File: src/rtl/bpu_dyn.sv
// Dynamic next-PC predictor: 2-bit counter table for conditional branches plus a
// circular return-address stack for JALR returns; flush redirect always wins.
module bpu_dyn #(
  parameter int XLEN      = 32,
  parameter int BHT_IDX_W = 6,
  parameter int RAS_DEPTH = 4
) (
  input  logic            clk,
  input  logic            rst,
  input  logic            if_valid,
  input  logic [XLEN-1:0] pc,
  input  logic [31:0]     imm,
  input  logic [6:0]      opcode,
  input  logic [4:0]      rd,
  input  logic [4:0]      rs1,
  input  logic            flush_flag,
  input  logic [XLEN-1:0] flush_addr,
  input  logic            upd_valid,
  input  logic [XLEN-1:0] upd_pc,
  input  logic            upd_taken,
  output logic            pred_taken,
  output logic [XLEN-1:0] pc_pred
);

  localparam logic [6:0] OP_JAL    = 7'b1101111;
  localparam logic [6:0] OP_JALR   = 7'b1100111;
  localparam logic [6:0] OP_BRANCH = 7'b1100011;
  localparam int BHT_DEPTH = 1 << BHT_IDX_W;
  localparam int PTR_W     = $clog2(RAS_DEPTH);
  localparam int CNT_W     = $clog2(RAS_DEPTH + 1);

  function automatic logic is_link(input logic [4:0] r);
    return (r == 5'd1) || (r == 5'd5);
  endfunction

  logic [1:0]      bht_r [BHT_DEPTH];
  logic [XLEN-1:0] ras_r [RAS_DEPTH];
  logic [PTR_W-1:0] top_r;
  logic [CNT_W-1:0] count_r;

  logic [XLEN-1:0]      imm_ext_s;
  logic [XLEN-1:0]      target_s;
  logic [XLEN-1:0]      link_addr_s;
  logic [BHT_IDX_W-1:0] rd_idx_s;
  logic [BHT_IDX_W-1:0] wr_idx_s;
  logic [1:0]           ctr_s;
  logic is_jal_s, is_jalr_s, is_branch_s;
  logic rd_link_s, rs1_link_s;
  logic ret_form_s, pop_s, swap_s, push_s;
  logic ras_en_s, ras_empty_s;

  assign imm_ext_s   = XLEN'($signed(imm));
  assign target_s    = pc + imm_ext_s;
  assign link_addr_s = pc + XLEN'(3'd4);
  assign rd_idx_s    = pc[BHT_IDX_W+1:2];
  assign wr_idx_s    = upd_pc[BHT_IDX_W+1:2];
  assign ctr_s       = bht_r[rd_idx_s];

  assign is_jal_s    = (opcode == OP_JAL);
  assign is_jalr_s   = (opcode == OP_JALR);
  assign is_branch_s = (opcode == OP_BRANCH);
  assign rd_link_s   = is_link(rd);
  assign rs1_link_s  = is_link(rs1);

  // Return form covers plain returns and coroutine swaps; rd == rs1 link is a call only
  assign ret_form_s  = is_jalr_s && rs1_link_s && !(rd_link_s && (rd == rs1));
  assign pop_s       = ret_form_s && !rd_link_s;
  assign swap_s      = ret_form_s && rd_link_s;
  assign push_s      = (is_jal_s || is_jalr_s) && rd_link_s && !swap_s;
  assign ras_en_s    = if_valid && !flush_flag;
  assign ras_empty_s = (count_r == CNT_W'(0));

  // Next-PC selection in fixed priority order
  always_comb begin
    pred_taken = 1'b0;
    pc_pred    = link_addr_s;
    if (flush_flag) begin
      pred_taken = 1'b0;
      pc_pred    = flush_addr;
    end else if (is_jal_s) begin
      pred_taken = 1'b1;
      pc_pred    = target_s;
    end else if (ret_form_s && !ras_empty_s) begin
      pred_taken = 1'b1;
      pc_pred    = ras_r[top_r];
    end else if (is_branch_s && ctr_s[1]) begin
      pred_taken = 1'b1;
      pc_pred    = target_s;
    end else begin
      pred_taken = 1'b0;
      pc_pred    = link_addr_s;
    end
  end

  // Counter training from EX; reset wins over a simultaneous update
  always_ff @(posedge clk) begin
    if (rst) begin
      for (int i = 0; i < BHT_DEPTH; i++) begin
        bht_r[i] <= 2'b01;
      end
    end else if (upd_valid) begin
      if (upd_taken && (bht_r[wr_idx_s] != 2'b11)) begin
        bht_r[wr_idx_s] <= bht_r[wr_idx_s] + 2'b01;
      end else if (!upd_taken && (bht_r[wr_idx_s] != 2'b00)) begin
        bht_r[wr_idx_s] <= bht_r[wr_idx_s] - 2'b01;
      end
    end
  end

  // Circular RAS: pushes overwrite the oldest slot once full, pops on empty are ignored
  always_ff @(posedge clk) begin
    if (rst) begin
      top_r   <= PTR_W'(0);
      count_r <= CNT_W'(0);
      for (int i = 0; i < RAS_DEPTH; i++) begin
        ras_r[i] <= XLEN'(0);
      end
    end else if (ras_en_s) begin
      if (swap_s && !ras_empty_s) begin
        ras_r[top_r] <= link_addr_s;
      end else if (push_s || swap_s) begin
        top_r <= top_r + PTR_W'(1);
        ras_r[top_r + PTR_W'(1)] <= link_addr_s;
        if (count_r != CNT_W'(RAS_DEPTH)) begin
          count_r <= count_r + CNT_W'(1);
        end
      end else if (pop_s && !ras_empty_s) begin
        top_r   <= top_r - PTR_W'(1);
        count_r <= count_r - CNT_W'(1);
      end
    end
  end

endmodule

File: config.mk
export PLATFORM = sky130hd
export DESIGN_NAME = bpu_dyn
export DESIGN_NICKNAME = d
export VERILOG_FILES = /design/src/rtl/bpu_dyn.sv
export SDC_FILE = /design/constraint.sdc
export NUM_CORES = 1
export LEC_CHECK = 0
export CORE_AREA = 2 2 219 221
export CTS_CLUSTER_SIZE = 25
export DETAILED_ROUTE_END_ITERATION = 8
export DIE_AREA = 0 0 221 223
export PLACE_DENSITY = 0.54
export SLEW_MARGIN = 20
export SYNTH_ARGS = -nofsm -noshare
export SYNTH_HDL_FRONTEND = slang
export SYNTH_SLANG_ARGS = --single-unit
File: constraint.sdc
create_clock -name clk -period 4.5 [get_ports clk]
set_input_delay 0.9 -clock clk [delete_from_list [all_inputs] [get_ports clk]]
set_output_delay 0.9 -clock clk [all_outputs]
set_load 0.01 [all_outputs]
==> impl_metrics.yaml, run 1 <==
route:
  drtIter0Drc: 1233
  via_per_inst: 5.569
  ant_nets: 0
  drt_drc_violations_left: 0
  routed_wl_um: 60640
  wl_per_cell_um: 23.71
  vias: 14245
  drtPass1Iterations: 5
sta:
  drv_slew: 0
  post-route-min-period_ps: 4576
  fmax_mhz: 218.5
  setup_viol: 2
  timing.final.hold_violations: 0
  maxSlewHeadroom: 0.2936
  finalSetupTns_ps: -78.80
  skew_ps: 11.00
  min_period_over_period: 1.017
  rsz0062_at_grt: "yes"
  fin_ws_ps: -76.20
  max_slew.worst_pin.slew_ps: 1060
worst_setup_path:
  cp_max_fo: 2
  cp-start-kind: "primary input"
  critPathRequiredTime_ps: 3600
  cp.arrival_ps: 3680
  cp-end-kind: "primary output"
  critPathKind: "in2out"
outcome:
  violations: "setup timing"
  status: "finished with violations"
floorplan:
  die_h_um: 223
  coreArea_um2: 47150
  die_w_um: 221
  start_util: 0.3456
  rows: 80
  pin_count: 184
  die-area_um2: 49280
layout:
  drive_gt1_frac: 0.3103
  synthToLayoutAreaGrowth_pct: 37.46
  mostFrequentLayoutCells: "buf_4, edfxtp_1, nor2_1, nand2_1, clkdlybuf4s50_1"
  diodes: 0
  nNetsFinal: 2109
  final_common_cell: "buf_4"
global_route:
  grt_antenna_before_repair: 3
  grt_pass1_wl_um: 91020
  grt_usage: 0.2424
  grt_max_degree: 92
  first_global_vias: 14521
  grt-ovfl-total: 0
job:
  cap_violations: 0
pwr:
  p_leak_nw: 8.336
  ir_drop_mv: 0.3022
  power_w: 0.006428
  power.density_nw_per_um2: 287.0
yosys:
  syn_inst: 1512
  synth_area_um2: 16300
  synth_enable_flop_cells: 256
  syn_nets: 1697
  yosysWarnings: 0
  synth_area_leaders: "edfxtp_1, mux4_2, nor2_1, nand2_1, o21bai_1"
  ys_ff_latch: 263
  synthArstFlopShare: 0
  avgSynthCellArea_um2: 10.78
  ys_types: 72
  synth_top_area_frac: 0.4717
  ys_seq_area_frac: 0.4803
  synth_top_cell_by_area: "edfxtp_1"
  synthFlopType: "edfxtp_1"
cts:
  clk_pin_slew_ps: 60
  clk_latency_ps: 550
  cts_tree: "yes"
  cts_made_buffers: 29
  cts-root-buf: "clkbuf_16"
  cts_buffer_depth: 3
  cts_sinks: 263
  cts_max_level: 1
placed_design:
  io_buffers: 157
  dpl.hpwl_um: 44960
  routabilityCongestion: 0.9268
hold_path:
  hp-class: "reg2reg"
where the power goes:
| group | internal [W] | switching [W] |
|---|---|---|
| clock network | 0.00129 | 0.000947 |
| logic | 0.000669 | 0.000750 |
| registers | 0.00275 | 0.0000277 |
per-layer routing:
layer | share of wire | wire length, um | global-route usage
met1 | 0.40 | 24400 | 0.3075
met2 | 0.50 | 30100 | 0.4254
met3 | 0.066 | 3998 | 0.03530
met4 | 0.035 | 2110 | 0.07794
met5 | 0.00068 | 41 | 0
through the flow:
step,cells,cell area [um2],hold WS [ps],utilization,setup slack [ps]
global route,2558,22400,600.4,0.4751,-154.7
global placement,2492,20830,513.4,0.4419,-1311
floorplan,1512,16310,502.8,-,18.92
detailed placement,2492,20830,532.7,0.4419,-1272
finish,2558,22400,575.4,0.4751,-76.20
CTS,2556,22270,573.0,0.4724,-64.73
registers in the layout (all words and copies together) (netlist names), named ones only:
| register | flops |
|---|---|
| top_r | 2 |
| bht_r | 128 |
| ras_r | 128 |
| count_r | 3 |
worst max-delay path, stage by stage:
cell and delay (ps):
buf_6 100, ha_4 170, fa_2 400, a211o_1 300
a211o_1 300, a21oi_2 200, o21ai_2 100, nor4b_4 150
or3_4 410, xor2_4 210, a221o_1 300, buf_2 140
layout make-up:
cell class / instances / area (um2)
Fill cell: 4390 / 24750
Multi-Input combinational cell: 1075 / 8366
Sequential cell: 263 / 7829
Timing Repair Buffer: 506 / 4382
Tap cell: 615 / 769.5
Clock buffer: 37 / 755.7
Inverter: 49 / 183.9
Clock inverter: 13 / 115.1
cells in the mapped netlist, types with 10 or more instances:
library cell	n
mux4_2	62
nor3_1	71
buf_6	12
inv_1	47
buf_2	13
xor2_1	24
xnor2_1	39
a21oi_1	57
clkbuf_1	91
o21bai_1	69
ha_1	32
nor2_1	165
and2_1	15
a31oi_1	10
a21o_1	25
nand2b_1	14
a22oi_1	13
nand4_1	15
mux2i_1	32
o21ai_0	23
nor2b_1	18
o221ai_1	11
a211oi_1	11
or3_1	24
edfxtp_1	256
nand3_1	35
and3_1	11
nand2_1	160
cell families after synthesis:
| group | synth area share |
|---|---|
| xor+xnor | 0.03386 |
| compound gates | 0.1337 |
| simple gates | 0.1655 |
| buf+inv | 0.04707 |
| mux | 0.1125 |
| flops | 0.4803 |
| fa+ha+maj | 0.02703 |
repair_timing:
item / in CTS / in global routing
gates resized for setup: 297 / 26
gates cloned: 1 / 0
buffers inserted: 19 / 3
hold buffers: 0 / 0
pin swaps: 69 / 20
endpoints found under the setup margin: 33 / 33
worst paths after layout:
check | from | to | slack (ps) | depth (start not counted)
hold / removal | count_r[2] | count_r[2] | 580 | 2
setup reg to reg | bht_r[12][1] | bht_r[51][0] | 840 | 12
setup / recovery | pc[0] | pc_pred[28] | -80 | 12
hold reg to reg | count_r[2] | count_r[2] | 580 | 2
No activity file was read; power rests on OpenSTA's default activity.
==> inputs of run 2 (changes only) <==
--- a/config.mk
+++ b/config.mk
@@ -6,7 +6,7 @@
 export NUM_CORES = 1
 export LEC_CHECK = 0
 export CORE_AREA = 2 2 219 221
-export CTS_CLUSTER_SIZE = 25
+export CTS_CLUSTER_SIZE = 30
 export DETAILED_ROUTE_END_ITERATION = 8
 export DIE_AREA = 0 0 221 223
 export PLACE_DENSITY = 0.54
==> results of run 2 <==
The final DEF is identical to that of run 1; final timing and power are the same.
